**config.mk**
```make
export PLATFORM = sky130hd
export DESIGN_NAME = bsg_link_sdr_reset_sequencer
export DESIGN_NICKNAME = d
export VERILOG_FILES = /design/src/rtl/bsg_link_sdr_reset_sequencer.sv
export SDC_FILE = /design/constraint.sdc
export NUM_CORES = 1
export LEC_CHECK = 0
export CORE_UTILIZATION = 44
export CTS_CLUSTER_DIAMETER = 50
export DETAILED_ROUTE_END_ITERATION = 6
export PLACE_DENSITY_LB_ADDON = 0.2
export SLEW_MARGIN = 20
export SYNTH_ARGS = -nofsm -noshare
export SYNTH_HDL_FRONTEND = slang
export SYNTH_SLANG_ARGS = --single-unit
```
**constraint.sdc**
```tcl
create_clock -name core_clk_i -period 1.3 [get_ports core_clk_i]
set_input_delay 0.13 -clock core_clk_i [delete_from_list [all_inputs] [get_ports core_clk_i]]
set_output_delay 0.13 -clock core_clk_i [all_outputs]
set_load 0.02 [all_outputs]
```
**src/rtl/bsg_link_sdr_reset_sequencer.sv**
```systemverilog
// Reset sequencer for the io router SDR link: holds all link resets, pulses the token
// reset, then releases uplink, downlink and downstream in order, one step at a time.
module bsg_link_sdr_reset_sequencer #(
    parameter int unsigned step_cycles_p = 16
) (
    input  logic core_clk_i,
    input  logic core_reset_n_i,
    input  logic start_i,
    output logic async_uplink_reset_o,
    output logic async_downlink_reset_o,
    output logic async_downstream_reset_o,
    output logic async_token_reset_o,
    output logic busy_o,
    output logic done_o
);

    localparam int unsigned lg_step_lp = (step_cycles_p <= 2) ? 1 : $clog2(step_cycles_p);
    localparam logic [lg_step_lp-1:0] step_max_lp = lg_step_lp'(step_cycles_p - 1);

    typedef enum logic [2:0] {
        StAssert,
        StTokenHi,
        StTokenLo,
        StUpRel,
        StDownRel,
        StDsRel,
        StDone
    } state_e;

    state_e                state_q, state_d;
    logic [lg_step_lp-1:0] cnt_q, cnt_d;
    logic                  up_q, up_d;
    logic                  down_q, down_d;
    logic                  ds_q, ds_d;
    logic                  tok_q, tok_d;
    logic                  busy_q, busy_d;
    logic                  done_q, done_d;

    always_comb begin
        state_d = state_q;
        cnt_d   = cnt_q;
        if (start_i) begin
            state_d = StAssert;
            cnt_d   = '0;
        end else if (state_q == StDone) begin
            cnt_d = '0;
        end else if (cnt_q == step_max_lp) begin
            cnt_d = '0;
            case (state_q)
                StAssert:  state_d = StTokenHi;
                StTokenHi: state_d = StTokenLo;
                StTokenLo: state_d = StUpRel;
                StUpRel:   state_d = StDownRel;
                StDownRel: state_d = StDsRel;
                StDsRel:   state_d = StDone;
                default:   state_d = StAssert;
            endcase
        end else begin
            cnt_d = cnt_q + 1'b1;
        end
    end

    // Outputs decode the next state so the flops feeding other clock domains switch
    // on the same edge as the state register.
    always_comb begin
        {up_d, down_d, ds_d, tok_d} = 4'b1110;
        case (state_d)
            StAssert:  {up_d, down_d, ds_d, tok_d} = 4'b1110;
            StTokenHi: {up_d, down_d, ds_d, tok_d} = 4'b1111;
            StTokenLo: {up_d, down_d, ds_d, tok_d} = 4'b1110;
            StUpRel:   {up_d, down_d, ds_d, tok_d} = 4'b0110;
            StDownRel: {up_d, down_d, ds_d, tok_d} = 4'b0010;
            StDsRel:   {up_d, down_d, ds_d, tok_d} = 4'b0000;
            StDone:    {up_d, down_d, ds_d, tok_d} = 4'b0000;
            default:   {up_d, down_d, ds_d, tok_d} = 4'b1110;
        endcase
        busy_d = (state_d != StDone);
        done_d = (state_d == StDone);
    end

    always_ff @(posedge core_clk_i or negedge core_reset_n_i) begin
        if (!core_reset_n_i) begin
            state_q <= StAssert;
            cnt_q   <= '0;
            up_q    <= 1'b1;
            down_q  <= 1'b1;
            ds_q    <= 1'b1;
            tok_q   <= 1'b0;
            busy_q  <= 1'b1;
            done_q  <= 1'b0;
        end else begin
            state_q <= state_d;
            cnt_q   <= cnt_d;
            up_q    <= up_d;
            down_q  <= down_d;
            ds_q    <= ds_d;
            tok_q   <= tok_d;
            busy_q  <= busy_d;
            done_q  <= done_d;
        end
    end

    assign async_uplink_reset_o     = up_q;
    assign async_downlink_reset_o   = down_q;
    assign async_downstream_reset_o = ds_q;
    assign async_token_reset_o      = tok_q;
    assign busy_o                   = busy_q;
    assign done_o                   = done_q;

endmodule
```
# Yosys cells after proc, flatten, opt, wreduce, memory -nomap -nowiden
# Cells that the tools add are included.
[classes] add_sub_neg=1 eq_ne=13 n_mux=11 reduce_logical=4
[ops] operator="3-bit equality test, second input constant" count=6
[ops] operator="3-bit one-hot mux with 6 select lines" count=1
[ops] operator="4-bit two-way mux" count=3
[ops] operator="3-bit by 2-bit equality test with 1-bit output, second input constant" count=3
[ops] operator="3-bit two-way mux" count=3
[ops] operator="3-bit by 1-bit equality test with 1-bit output, second input constant" count=2
[ops] operator="4-bit by 1-bit adder with 4-bit output, second input constant" count=1
[ops] operator="4-bit equality test, second input constant" count=1
[ops] operator="1-bit two-way mux" count=4
[ops] operator="4-bit OR reduction" count=1
[ops] operator="3-bit zero test" count=1
[ops] operator="3-bit != test, second input constant" count=1
[ops] operator="3-bit OR reduction" count=1
[ops] operator="2-bit OR reduction" count=1
[word_totals] register_bits=13 input_bits=3 output_inout_bits=6

# Longest topological paths before layout
# Gate-level depths: netlist of run 1.
[logic_depth] word_depth=8 mapped_depth=5 mapped_depth_nobuf=4

# Worst setup path before layout of run 1
# OpenSTA, ideal clock, no wires.
[synth_timing] path_type="flip-flop to flip-flop" start="register cnt_q[0]" end="register state_q[0]" setup_ps=131 t_arrival_ps=1182 t_required_ps=1169 slack_ps=-13 path_stages_with_launch=6 synth_period_minus_slack_ps=1313 cell_sequence="dfrtp_1 > ha_1 > and3_1 > buf_4 > xnor2_1 > nor2_1"
[synth_between] elab_chain_cells=4
[synth_rtl] item="from (decl)" line_no="31" source="logic [lg_step_lp-1:0] cnt_q, cnt_d;"
[synth_rtl] item="from (signal assigned)" line_no="93" source="cnt_q <= cnt_d;"
[synth_rtl] item="4-bit equality test" line_no="47" source="end else if (cnt_q == step_max_lp) begin"
[synth_rtl] item="3-bit two-way mux" line_no="47"
[synth_rtl] item="3-bit two-way mux" line_no="45" source="end else if (state_q == StDone) begin"
[synth_rtl] item="3-bit two-way mux" line_no="42" source="if (start_i) begin"
[synth_rtl] item="via state_d[0]" line_no="30" source="state_e state_q, state_d;"
[synth_rtl] item="to (signal assigned)" line_no="83" source="state_q <= StAssert;"
[synth_rtl] item="to (signal assigned)" line_no="92" source="state_q <= state_d;"
[synth_rtl] item="to (decl)" line_no="30"
# The timed path passes the listed nets, and every way through them passes these cells.

# Worst setup path after layout of run 1
[layout_timing] start="register cnt_q[0]" end="register down_q, in the netlist async_downlink_reset_o"
[layout_between] elab_chain_cells=7 word_cells_on_any_way=9 cone_classes="eq/ne: 4; mux: 4; reduce/logical: 1"
[layout_rtl] item="4-bit equality test *" line_no="47"
[layout_rtl] item="3-bit two-way mux *" line_no="47"
[layout_rtl] item="3-bit two-way mux *" line_no="45"
[layout_rtl] item="3-bit two-way mux *" line_no="42"
[layout_rtl] item="3-bit equality test" line_no="67" source="case (state_d)"
[layout_rtl] item="3-bit OR reduction (no source line) *"
[layout_rtl] item="1-bit two-way mux *" line_no="67"
[layout_rtl] item="via down_d" line_no="33" source="logic down_q, down_d;"
[layout_rtl] item="to (signal assigned)" line_no="95" source="down_q <= down_d;"
[layout_rtl] item="to (decl)" line_no="33"
# The timed path passes the listed nets; every way through them passes the cells marked *.

==> results of run 1 <==
## synthesized netlist by cell type
library cell / count
nor2b_1: 1
xor2_1: 2
inv_1: 1
nor2_1: 4
o21a_1: 1
mux2i_1: 1
xnor2_1: 2
nor3_1: 2
buf_4: 3
o21ai_0: 2
or3_1: 1
nand2_1: 3
nand2b_1: 2
and3_1: 1
dfrtp_1: 9
ha_1: 1
o21bai_1: 1
dfstp_2: 4
nand3_2: 1
nand3_1: 1
nor4_2: 1
a31oi_1: 1
a21oi_1: 2
a21o_1: 1
o31ai_1: 1
nand4_1: 1
## worst max-delay path: cells and delay by family (launching register included)
family          cells  cell delay (ns)
compound gates      1             0.17
flops               1             0.41
fa+ha+maj           1             0.17
simple gates        2             0.46
## path summary, 6_finish.rpt
check / end / slack [ns] / cells past startpoint
setup reg to reg: async_downlink_reset_o / 0.05 / 4
hold reg to reg: async_token_reset_o / 0.58 / 1
min in group core_clk_i: async_token_reset_o / 0.54 / 2
setup / recovery: async_downlink_reset_o / 0.05 / 4
max in group asynchronous: async_uplink_reset_o / 0.91 / 2
hold / removal: done_o / 0.15 / 2
## through the flow
step           power, µW  cell area, µm²  hold slack, ns
3_3_place_gp         468             692           0.451
5_1_grt              752             739           0.166
2_1_floorplan        442             579          -0.166
6_report             728             739           0.153
4_1_cts              714             716           0.163
3_5_place_dp         469             692           0.456
## repair_timing
action,CTS,global route
hold buffers,0,0
resized for setup,8,3
endpoints found under the setup margin,8,6
setup buffers,0,1
pin swaps,0,1
## state kept, by name (all words and copies together), names as in the netlist
signal and flops:
async_downstream_reset_o 1, state_q 3, async_token_reset_o 1, busy_o 1, cnt_q 4, done_o 1
async_uplink_reset_o 1, async_downlink_reset_o 1
## cell type report
cell class | instances | area [µm²] | share of cell area [%]
sequential | 13 | 330 | 44.7
tap | 14 | 17.5 | 2.37
inverter | 1 | 3.75 | 0.508
clock buffer | 4 | 26.3 | 3.55
timing repair buffer | 14 | 121 | 16.4
multi-input combinational | 33 | 240 | 32.5
## cell usage in the layout, fill, tap and decap left out, drive strengths merged
cell / n
a21o: 1
a21oi: 2
a31oi: 1
and3: 1
buf: 6
clkbuf: 4
clkdlybuf4s50: 2
dfrtp: 9
dfstp: 4
dlygate4sd2: 6
ha: 1
inv: 1
mux2i: 1
nand2: 3
nand2b: 2
nand3: 2
nand4: 1
nor2: 4
nor2b: 1
nor3: 2
nor4: 1
o21a: 1
o21ai: 2
o21bai: 1
o31ai: 1
or3: 1
xnor2: 2
xor2: 2
## report_power, final
group	leakage (µW)	total [µW]	internal, µW	switching [µW]
clock network	0.0000150	255	119	136
logic	0.000129	51.2	27.0	24.2
registers	0.000165	422	412	9.57
total	0.000309	728	558	169
## cell families after synthesis
family                   count (synthesis)  synth area share, %
adder cells (fa/ha/maj)                  1                 2.19
multiplexers                             1                 1.75
AND/OR/NAND/NOR                         18                 17.7
flip-flops                              13                 57.8
buffers and inverters                    4                 4.59
XOR/XNOR                                 4                 6.13
AO/OA/AOI/OAI                            9                 9.85
## per-layer routing
layer / vias to the layer above / wire [µm] / global-route usage [%]
met2: 13 / 479 / 25.0
met4: 0 / 14 / 10.7
met3: 2 / 44 / 5.23
met5: - / 0 / 0
li1: 205 / - / -
met1: 199 / 464 / 21.4
==> flow_metrics.env, run 1 <==
export IMPL_grtUsageTotal_pct=17.0
export IMPL_drtIter0Drc=10
export IMPL_grt_pass1_vias=395
export IMPL_numCtsBuffers=3
export IMPL_clkTransAtPathRegs_ns=0.08
export IMPL_syn_area_um2=572
export IMPL_worst_pin_slew_ns=0.438
export IMPL_setup_viol=0
export IMPL_ys_warn_count=0
export IMPL_antenna_found_initial=0
export IMPL_peakVddDrop_v=0.000671
export IMPL_min_period_over_period_pct=96.4
export IMPL_rr_startpoint="cnt_q[0]"
export IMPL_synth_cell_types=26
export IMPL_critPathMaxFanout=3
export IMPL_area_delta_synth_final_pct=29.3
export IMPL_cp_startpoint="cnt_q[0]"
export IMPL_clkLatencyLatePin_ns=0.28
export IMPL_relSlewSlack_pct=70.7
export IMPL_power_density_mw_per_mm2=984
export IMPL_slowest_stage="dfrtp_1"
export IMPL_ys_seq_elements=13
export IMPL_synth_area_top_cells="dfrtp_1, dfstp_2, buf_4"
export IMPL_die_area_mm2=0.00145
export IMPL_coreArea_mm2=0.00116
export IMPL_yosysTopAreaCellShare_pct=39.4
export IMPL_initial_utilization_pct=49.5
export IMPL_max_freq_ghz=0.798
export IMPL_slowest_delay_ns=0.41
export IMPL_hold_viol=0
export IMPL_routedWlPerCell_um=12.7
export IMPL_startpoint_type="flop"
export IMPL_cts_root_buffer="clkbuf_4"
export IMPL_avgSynthCellArea_um2=11.4
export IMPL_synth_top_area_cell="dfrtp_1"
export IMPL_p_leak_uw=0.000309
export IMPL_synthCells=50
export IMPL_min_period_ns=1.25
export IMPL_dp_cells=74
export IMPL_htree_levels=1
export IMPL_maxSlewViolCount=0
export IMPL_route_detailed_drc=0
export IMPL_grt_max_degree=14
export IMPL_diodes=0
export IMPL_rows=12
export IMPL_grt_pass1_wl_um=1630
export IMPL_die_h_um=38.1
export IMPL_cts_tree="yes"
export IMPL_vias_per_cell=5.30
export IMPL_gp_congestion=0.755
export IMPL_finalSetupTns_ns=0
export IMPL_dr_pass1_iters=4
export IMPL_rsz0062_at_grt="false"
export IMPL_postRouteAntennaNets=0
export IMPL_crit_chain="ha_4, nand3_2, or3_1, a21o_1"
export IMPL_required_ns=1.52
export IMPL_die_w_um=38.1
export IMPL_utilization_pct=64.0
export IMPL_place_ws_ns=0.00122
export IMPL_clock_sinks=13
export IMPL_synth_seq_area_share_pct=57.8
export IMPL_skew_ns=0.00546
export IMPL_postSynthNetCount=54
export IMPL_drt_total_wl_um=1000
export IMPL_stdcell_count=79
export IMPL_hold_class="in -> async"
export IMPL_worstPathArrival_ns=1.47
export IMPL_port_buffers=8
export IMPL_num_nets_final=70
export IMPL_drive_gt1_share_pct=27.7
export IMPL_end_kind="flop"
export IMPL_cts_buffer_depth=2
export IMPL_dp_hpwl_um=651
export IMPL_grt_overflow=0
export IMPL_outcome="completed"
export IMPL_postLayoutSetupSlackWorst_ns=0.0473
export IMPL_route_vias_total=419
export IMPL_io_pins=9
export IMPL_path_class="reg -> reg"
export IMPL_drv_cap=0
export IMPL_fillers=91
Note: power is estimated with default switching activity, not from simulation.
==> run 2: changes to the inputs <==
Settings changed: ABC_AREA from default to 1, CORE_AREA from default to 2 2 39 41, CORE_UTILIZATION 44 to default, DIE_AREA from default to 0 0 41 43, GPL_ROUTABILITY_DRIVEN from default to 0.
==> flow_metrics.env, run 2 <==
export IMPL_outcome="complete, but fails checks"
export IMPL_violations="setup timing"
export IMPL_port_buffers=8
export IMPL_worst_r2r_cell_count=9
export IMPL_synth_common_cells="dfrtp_1, inv_1, nand2_1"
export IMPL_postRouteAntennaNets=0
export IMPL_synthCells=59
export IMPL_clkTransAtPathRegs_ns=0.08
export IMPL_top_register="cnt_q"
export IMPL_dp_hpwl_um=784
export IMPL_antenna_found_initial=0
export IMPL_ys_seq_elements=13
export IMPL_ctsHoldBuffers=0
export IMPL_largest_reg_flops=4
export IMPL_ys_warn_count=0
export IMPL_clock_sinks=13
export IMPL_r2r_setup_slack_ns=-0.02
export IMPL_min_period_over_period_pct=101
export IMPL_worst_pin_slew_ns=0.255
export IMPL_die_area_mm2=0.00176
export IMPL_drv_cap=0
export IMPL_drtIter0Drc=11
export IMPL_end_kind="flop"
export IMPL_critPathMaxFanout=5
export IMPL_die_w_um=41
export IMPL_rsz0062_at_grt="true"
export IMPL_hold_ws_ns=0.150
export IMPL_postLayoutSetupSlackWorst_ns=-0.0160
export IMPL_synth_cell_types=19
export IMPL_vias_per_cell=4.55
export IMPL_drive_gt1_share_pct=38.2
export IMPL_route_detailed_drc=0
export IMPL_grt_pass1_vias=415
export IMPL_rows=14
export IMPL_postPlaceCellArea_um2=699
export IMPL_clkLatencyLatePin_ns=0.27
export IMPL_grtUsageTotal_pct=15.2
export IMPL_syn_area_um2=569
export IMPL_yosysTopAreaCellShare_pct=39.6
export IMPL_synth_edf_count=0
export IMPL_grt_pass1_wl_um=1750
export IMPL_routedWlPerCell_um=11.7
export IMPL_synth_seq_area_share_pct=58.0
export IMPL_synth_top_flop_cell="dfrtp_1"
export IMPL_required_ns=1.52
export IMPL_avgSynthCellArea_um2=9.65
export IMPL_p_leak_uw=0.000336
export IMPL_swShare_pct=22.5
export IMPL_internal_power_uw=557
export IMPL_worstPathArrival_ns=1.54
export IMPL_relSlewSlack_pct=82.8
export IMPL_max_freq_ghz=0.760
export IMPL_startpoint_type="flop"
export IMPL_fillers=126
export IMPL_cts_buffer_depth=2
export IMPL_largestRegisters="cnt_q x4, state_q x3"
export IMPL_grt_overflow=0
export IMPL_hold_viol=0
export IMPL_grt_max_degree=14
export IMPL_peakVddDrop_v=0.000773
export IMPL_fin_area_um2=768
export IMPL_power_switching_uw=161
export IMPL_num_nets_final=81
export IMPL_min_period_ns=1.32
export IMPL_power_frac_seq_pct=58.6
export IMPL_io_pins=9
export IMPL_setup_viol=6
export IMPL_numCtsBuffers=3
export IMPL_die_h_um=43
export IMPL_hold_class="in -> async"
export IMPL_comb_power_share_pct=7.0
export IMPL_diodes=0
export IMPL_route_vias_total=419
export IMPL_layout_common_cells="inv_1, dfrtp_1, nand2_1"
export IMPL_skew_ns=0.00230
export IMPL_async_flop_share_pct=100
export IMPL_synth_area_top_cells="dfrtp_1, dfstp_2, inv_1"
export IMPL_initial_utilization_pct=41.1
export IMPL_dr_pass1_iters=4
export IMPL_coreArea_mm2=0.00138
export IMPL_drt_total_wl_um=1080
export IMPL_area_delta_synth_final_pct=34.9
export IMPL_postSynthNetCount=63
export IMPL_power_density_mw_per_mm2=935
export IMPL_htree_levels=1
export IMPL_cts_tree="yes"
export IMPL_maxSlewViolCount=0
export IMPL_path_class="reg -> reg"
export IMPL_synth_top_area_cell="dfrtp_1"
export IMPL_cts_root_buffer="clkbuf_4"
export IMPL_clockPowerShare_pct=34.4
run 2: changes by cell type in the layout (fill, tap and decap cells not counted), sizes merged, moves of 2 or more:
cell	previous run	this run
inv	1	10
nand2	3	11
nor2	4	11
nand3	2	5
nand2b	2	0
nor3	2	0
xnor2	2	0
run 2: power by group through the flow:
| stage | sequential [µW] | clock (µW) | combinational [µW] |
|---|---|---|---|
| floorplan | 424 | 0 | 17.3 |
| global placement | 425 | 0 | 42.6 |
| detailed placement | 425 | 0 | 44.3 |
| CTS | 421 | 258 | 50.0 |
| global route | 422 | 270 | 56.3 |
| finish | 421 | 247 | 50.5 |
run 2: cell families (layout without fill, tap and decap cells):
| logic type | count (synthesis) | after routing | synth area share [%] |
|---|---|---|---|
| and+or+nand+nor | 29 | 29 | 26.2 |
| adders and majority gates | 1 | 1 | 2.20 |
| AOI/OAI and AO/OA | 5 | 5 | 5.49 |
| buffers and inverters | 10 | 27 | 6.59 |
| xor gates and xnor gates | 1 | 1 | 1.54 |
| DFF | 13 | 13 | 58.0 |
run 2: cell type report:
| cell class | count | area [µm²] | area share [%] |
|---|---|---|---|
| tap | 16 | 20.0 | 2.61 |
| sequential | 13 | 330 | 43.0 |
| multi-input combinational | 36 | 244 | 31.8 |
| timing repair buffer | 13 | 110 | 14.3 |
| inverter | 10 | 37.5 | 4.89 |
| clock buffer | 4 | 26.3 | 3.42 |
run 2: final timing paths:
check / startpoint / to
min in group core_clk_i: start_i / state_q[1]
hold / removal: core_reset_n_i / async_token_reset_o
hold reg to reg: cnt_q[0] / cnt_q[0]
setup reg to reg: cnt_q[0] / busy_o
max in group asynchronous: core_reset_n_i / busy_o
setup / recovery: cnt_q[0] / busy_o
run 2: through the flow:
step	instances	utilization (%)	total power [µW]	worst slack (ns)	TNS (ns)
after global placement	87	50.5	467	-0.0226	-0.0569
after floorplan	59	-	441	0.0415	0
after global routing	92	55.5	748	-0.110	-0.565
final	92	55.5	718	-0.0160	-0.0570
after detailed placement	87	50.5	469	-0.0577	-0.214
after CTS	91	54.2	729	0.0113	0
run 2: repair_timing:
item	4_1_cts	5_1_grt
endpoints found under the setup margin	11	5
resized for setup	12	5
buffers inserted	0	1
pin swaps	2	4
run 2: per-layer routing:
metal / part of all wire, % / vias up / track usage (%)
li1: - / 215 / -
met1: 44 / 198 / 20.1
met2: 53 / 4 / 22.5
met3: 1.6 / 2 / 3.14
met4: 1.9 / 0 / 8.00
met5: 0 / - / 0
run 2: critical path, cell delays in order (launching register included):
cell and delay, ns:
dfrtp_1 0.41, ha_4 0.18, nand3_4 0.11, nand2_2 0.10, nand2_2 0.06, nor2_4 0.17, inv_1 0.07, nand2_2 0.07
nor2_2 0.04, inv_1 0.06
